## src/rtl/timer_pkg.sv

```systemverilog
// Shared types and constants for the MM:SS countdown control stage.
package timer_pkg;

  typedef enum logic [2:0] {
    IDLE    = 3'd0,
    EDIT    = 3'd1,
    RUN     = 3'd2,
    PAUSE   = 3'd3,
    EXPIRED = 3'd4
  } state_t;

  localparam int NUM_DIGITS = 4;

  // Packed so that index 0 is sec-ones and index 3 is min-tens.
  localparam logic [NUM_DIGITS-1:0][3:0] DIGIT_MAX = {4'd9, 4'd9, 4'd5, 4'd9};

  function automatic logic [3:0] digit_incr(input logic [3:0] d, input logic [3:0] max);
    return (d == max) ? 4'd0 : d + 4'd1;
  endfunction

endpackage

```

## src/rtl/tick_prescaler.sv

```systemverilog
// Free-running divider that pulses tick on the last count of each TICK_DIV period while run is high.
module tick_prescaler #(
  parameter int TICK_DIV = 50_000_000
) (
  input  logic clk,
  input  logic reset,
  input  logic clear,
  input  logic run,
  output logic tick
);

  localparam int CW = (TICK_DIV > 1) ? $clog2(TICK_DIV) : 1;
  localparam logic [CW-1:0] LAST = CW'(TICK_DIV - 1);

  logic [CW-1:0] count_q, count_d;

  always_comb begin
    count_d = count_q;
    tick    = 1'b0;
    if (clear) begin
      count_d = '0;
    end else if (run) begin
      if (count_q == LAST) begin
        count_d = '0;
        tick    = 1'b1;
      end else begin
        count_d = count_q + CW'(1);
      end
    end
  end

  always_ff @(posedge clk) begin
    if (reset) count_q <= '0;
    else       count_q <= count_d;
  end

endmodule

```

## src/rtl/timer_control.sv

```systemverilog
// Button-driven control FSM for a four-digit MM:SS countdown bank: edit, run/pause, step tick and alarm.
module timer_control
  import timer_pkg::*;
#(
  parameter int TICK_DIV = 50_000_000
) (
  input  logic        clk,
  input  logic        reset,
  input  logic        btn_start,
  input  logic        btn_mode,
  input  logic        btn_inc,
  input  logic [15:0] digits_in,
  input  logic        timer_done,
  output logic        run_enable,
  output logic        step,
  output logic [3:0]  digit_set,
  output logic [3:0]  set_value,
  output logic [1:0]  sel_digit,
  output logic [2:0]  state_out,
  output logic        alarm
);

  state_t      state_q, state_d;
  logic [1:0]  sel_q, sel_d;
  logic        btn_start_q, btn_mode_q, btn_inc_q;
  logic        run_enable_q, run_enable_d;
  logic        step_q, step_d;
  logic [3:0]  digit_set_q, digit_set_d;
  logic [3:0]  set_value_q, set_value_d;
  logic        alarm_q, alarm_d;

  logic raw_start, raw_mode, raw_inc;
  logic start_p, mode_p, inc_p;
  logic presc_clear, tick;
  logic [3:0] cur_digit;

  assign raw_start = btn_start & ~btn_start_q;
  assign raw_mode  = btn_mode  & ~btn_mode_q;
  assign raw_inc   = btn_inc   & ~btn_inc_q;

  // Same-cycle presses resolve start > mode > inc; losers are dropped.
  assign start_p = raw_start;
  assign mode_p  = raw_mode & ~raw_start;
  assign inc_p   = raw_inc & ~raw_start & ~raw_mode;

  assign cur_digit = digits_in[{sel_q, 2'b00} +: 4];

  tick_prescaler #(.TICK_DIV(TICK_DIV)) u_presc (
    .clk   (clk),
    .reset (reset),
    .clear (presc_clear),
    .run   (state_q == RUN),
    .tick  (tick)
  );

  always_comb begin
    state_d     = state_q;
    sel_d       = sel_q;
    digit_set_d = '0;
    set_value_d = set_value_q;
    step_d      = 1'b0;
    presc_clear = 1'b0;

    case (state_q)
      IDLE: begin
        if (start_p) begin
          if (!timer_done) begin
            state_d     = RUN;
            presc_clear = 1'b1;
          end
        end else if (mode_p) begin
          state_d = EDIT;
          sel_d   = 2'd0;
        end
      end
      EDIT: begin
        if (start_p) begin
          state_d     = timer_done ? IDLE : RUN;
          presc_clear = 1'b1;
        end else if (mode_p) begin
          if (sel_q == 2'd3) begin
            state_d = IDLE;
            sel_d   = 2'd0;
          end else begin
            sel_d = sel_q + 2'd1;
          end
        end else if (inc_p) begin
          digit_set_d        = '0;
          digit_set_d[sel_q] = 1'b1;
          set_value_d        = digit_incr(cur_digit, DIGIT_MAX[sel_q]);
        end
      end
      RUN: begin
        // Suppressing the step while done is high keeps the digits from wrapping.
        step_d = tick & ~timer_done;
        if (timer_done)   state_d = EXPIRED;
        else if (start_p) state_d = PAUSE;
      end
      PAUSE: begin
        if (start_p) begin
          state_d = RUN;
        end else if (mode_p) begin
          state_d     = EDIT;
          sel_d       = 2'd0;
          presc_clear = 1'b1;
        end
      end
      EXPIRED: begin
        if (raw_start | raw_mode | raw_inc) state_d = IDLE;
      end
      default: state_d = IDLE;
    endcase

    run_enable_d = (state_d == RUN);
    alarm_d      = (state_d == EXPIRED);
  end

  always_ff @(posedge clk) begin
    if (reset) begin
      state_q      <= IDLE;
      sel_q        <= 2'd0;
      btn_start_q  <= 1'b0;
      btn_mode_q   <= 1'b0;
      btn_inc_q    <= 1'b0;
      run_enable_q <= 1'b0;
      step_q       <= 1'b0;
      digit_set_q  <= '0;
      set_value_q  <= '0;
      alarm_q      <= 1'b0;
    end else begin
      state_q      <= state_d;
      sel_q        <= sel_d;
      btn_start_q  <= btn_start;
      btn_mode_q   <= btn_mode;
      btn_inc_q    <= btn_inc;
      run_enable_q <= run_enable_d;
      step_q       <= step_d;
      digit_set_q  <= digit_set_d;
      set_value_q  <= set_value_d;
      alarm_q      <= alarm_d;
    end
  end

  assign run_enable = run_enable_q;
  assign step       = step_q;
  assign digit_set  = digit_set_q;
  assign set_value  = set_value_q;
  assign sel_digit  = sel_q;
  assign state_out  = state_q;
  assign alarm      = alarm_q;

endmodule

```

## config.mk

```make
export PLATFORM = sky130hd
export DESIGN_NAME = timer_control
export DESIGN_NICKNAME = d
export VERILOG_FILES = /design/src/rtl/timer_pkg.sv /design/src/rtl/tick_prescaler.sv /design/src/rtl/timer_control.sv
export SDC_FILE = /design/constraint.sdc
export NUM_CORES = 1
export LEC_CHECK = 0
export CORE_MARGIN = 3
export CORE_UTILIZATION = 61
export CTS_BUF_LIST = sky130_fd_sc_hd__clkbuf_16
export CTS_CLUSTER_DIAMETER = 50
export CTS_CLUSTER_SIZE = 20
export DETAILED_ROUTE_END_ITERATION = 10
export DONT_BUFFER_PORTS = 1
export GPL_ROUTABILITY_DRIVEN = 0
export PLACE_DENSITY_LB_ADDON = 0.3
export REMOVE_ABC_BUFFERS = 1
export SYNTH_ARGS = -nofsm -noshare
export SYNTH_HDL_FRONTEND = slang
export SYNTH_SLANG_ARGS = --single-unit
```

## constraint.sdc

```tcl
create_clock -name clk -period 2.74 [get_ports clk]
set_input_delay 0.548 -clock clk [delete_from_list [all_inputs] [get_ports clk]]
set_output_delay 0.548 -clock clk [all_outputs]
set_load 0.05 [all_outputs]
```

==> results.md <==
* ANT cells at 0
* Worst setup EP type: flip-flop
* Fin crit share at 78.7%
* CP Max Fanout at 15
* Area growth syn-to-layout at 7.00%
* Clock sinks at 45
* Post-DP HPWL at 3.82 mm
* Tmin final at 2160 ps
* Sw power at 391 uW
* Max-cap viol count at 0
* Routed length per instance at 15.7 um
* Syn_area_per_cell at 8.81 um^2
* Mapped Area at 2540 um^2
* Die Y at 70.5 um
* Chip Width at 70.5 um
* Filler Cells Inserted at 298
* Core ar. at 3830 um^2
* Post-route clock skew at 5.29 ps
* Buffer and inverter count on the worst path at 0
* Die ar. at 4970 um^2
* Element type at the critical path start: flip-flop
* H-tree lvl count at 2
* Hold WC Path Type: in -> reg
* Total global routing overflow at 0
* Worst Max-Slew Pin Slew at 654 ps
* Clock Path Buffers at 2
* Slowest cell delay on critical path at 680 ps
* Delay-heaviest family, CP: simple AND/OR/NAND/NOR gates
* Fin nets at 316
* Post-CTS Setup Inserts at 0
* Layout cells sized above 1 at 10.4%
* Max Slew Vio Count at 0
* Register area share after synthesis at 35.5%
* Outcome: finished, final reports clean
* Post-route ant nets at 0
* Top_reg_cell synth: dfxtp_1
* CP cell instances: nor3b_4 > nand3_1 > o21ai_2 > nor2_1
* Clk pin slew, worst setup/hold paths at 60 ps
* Number of buffers created by CTS at 5
* Most frequent cells in the layout: dfxtp_1, nor2_1, xor2_1
* Net Sw Frac at 26.4%
* Clock latency on the worst-skew pair at 280 ps
* Final wirelength at 5.30 mm
* # resized after CTS at 0
* CP arrival at 2300 ps
* Most common cell after layout, fill and taps aside: dfxtp_1
* Setup_tns at 0 ps
* VDD IR-drop max at 0.383 mV
* Starting density of the core at 66.3%
* # DRC at 0
* Final setup vio count at 0
* Input/output buffers at 0
* Root Driver: clkbuf_16
* Register share of total power at 50.5%
* Vias/cell at 6.23
* GRT Total Usage at 22.6%
* RSZ-0062 raised after global routing: false
* Vias in the first global route at 2002
* Post-synth cell types at 54
* Post-CTS Hold Fix Bufs at 0
* Worst slack, placed at 546 ps
* Pin count of the biggest net entering global routing at 16
* Yosys warning count at 0
* Async SR Flop Fraction at 0%
* Final Hold Vio Count at 0
* Total iterations of the first detailed-routing run at 4
* Combinational Power Share at 11.8%
* Achievable clock frequency at 464 MHz
* Slew HR at 56.4%
* LEAKAGE at 0.977 nW
* Pint at 1.09 mW
* CP max stage cell: o21ai_2
* Power per standard cell area at 546 nW/um^2
* CTS tree: yes
* Row Count at 22
* Top Ports at 38
* First-pass GRT wire length at 9.07 mm
* Power share of the clock group at 37.7%
* Via count at 2098
* Post-route setup slack at 583 ps
* Crit Path Category: reg -> reg
* EDFF count, synth at 0
* Syn Inst Count at 288
* DR iter-0 viols at 122
* Initial antenna violation count at 0
* Flops & latches, synth at 45
* CP required at 2880 ps
[area by class of cell]
class / instances / area [um^2] / share of cell area (%)
tap: 48 / 60.1 / 2.21
inverter: 4 / 15.0 / 0.553
multi-input combinational: 226 / 1560 / 57.4
clock inverter: 3 / 11.3 / 0.415
sequential: 45 / 901 / 33.2
timing repair buffer: 6 / 45.0 / 1.66
clock buffer: 5 / 125 / 4.61
[power groups by stage]
stage | logic (mW) | registers (mW) | clock network (mW)
after floorplan | 0.124 | 0.763 | 0
after global placement | 0.169 | 0.759 | 0
after detailed placement | 0.173 | 0.760 | 0
after CTS | 0.174 | 0.746 | 0.571
after global routing | 0.193 | 0.752 | 0.599
final | 0.175 | 0.748 | 0.559
[worst paths after layout]
check	start	end	slack [ps]	cells past startpoint
worst min-delay path	reset	btn_mode_q$_SDFF_PP0_	330	1
worst min register to register	u_presc.count_q[18]$_SDFFE_PP0N_	u_presc.count_q[18]$_SDFFE_PP0N_	510	2
worst max-delay path	state_out[2]$_SDFF_PP0_	u_presc.count_q[7]$_SDFFE_PP0N_	580	4
worst max register to register	state_out[2]$_SDFF_PP0_	u_presc.count_q[7]$_SDFFE_PP0N_	580	4
[sequential cells by signal (all words and copies together) (netlist names)]
register and count:
step 1, state_out 3, btn_mode_q 1, sel_digit 2
digit_set 4, run_enable 1, btn_start_q 1, btn_inc_q 1
set_value 4, alarm 1, u_presc.count_q 26
[layer usage]
metal / global-route usage, % / vias up / part of all wire (%)
li1: - / 1046 / -
met1: 28.1 / 983 / 44
met2: 38.4 / 59 / 50
met3: 5.76 / 10 / 5.2
met4: 6.17 / 0 / 1.2
met5: 0 / - / 0
[metrics by stage]
| stage | hold slack [ps] | instances | area [um^2] | utilization (%) | power [mW] |
|---|---|---|---|---|---|
| 2_1_floorplan | 456 | 275 | 2470 | - | 0.887 |
| 3_3_place_gp | 483 | 329 | 2580 | 67.4 | 0.928 |
| 3_5_place_dp | 494 | 329 | 2580 | 67.4 | 0.933 |
| 4_1_cts | 327 | 337 | 2720 | 71.0 | 1.49 |
| 5_1_grt | 321 | 337 | 2720 | 71.0 | 1.54 |
| 6_report | 332 | 337 | 2720 | 71.0 | 1.48 |
[cells by family after synthesis]
group                      synth area share (%)
buffers and inverters                      3.11
and+or+nand+nor                            33.2
DFF                                        35.5
adders and majority gates                  2.96
muxes                                      6.36
AOI/OAI and AO/OA                          11.3
xor gates and xnor gates                   7.59
[synth_stat cells, drive strengths merged (5+ instances only)]
master  instances  share of area (%)
xor2           17                5.9
nand3          12                2.6
clkbuf          8                1.2
nand2          16                2.5
and2            7                1.7
dfxtp          45                 36
nor2b           6                1.5
and3            7                1.7
buf             5                1.3
xnor2           5                1.7
ha              6                3.0
mux2i           6                2.4
nor4           10                4.2
nor3b           5                1.9
nor3            8                1.8
o21ai           7                1.5
a21oi          12                2.4
nand4          12                3.2
nor2           43                6.5
a211oi          6                1.8
No activity file was read; power rests on OpenSTA's default activity.
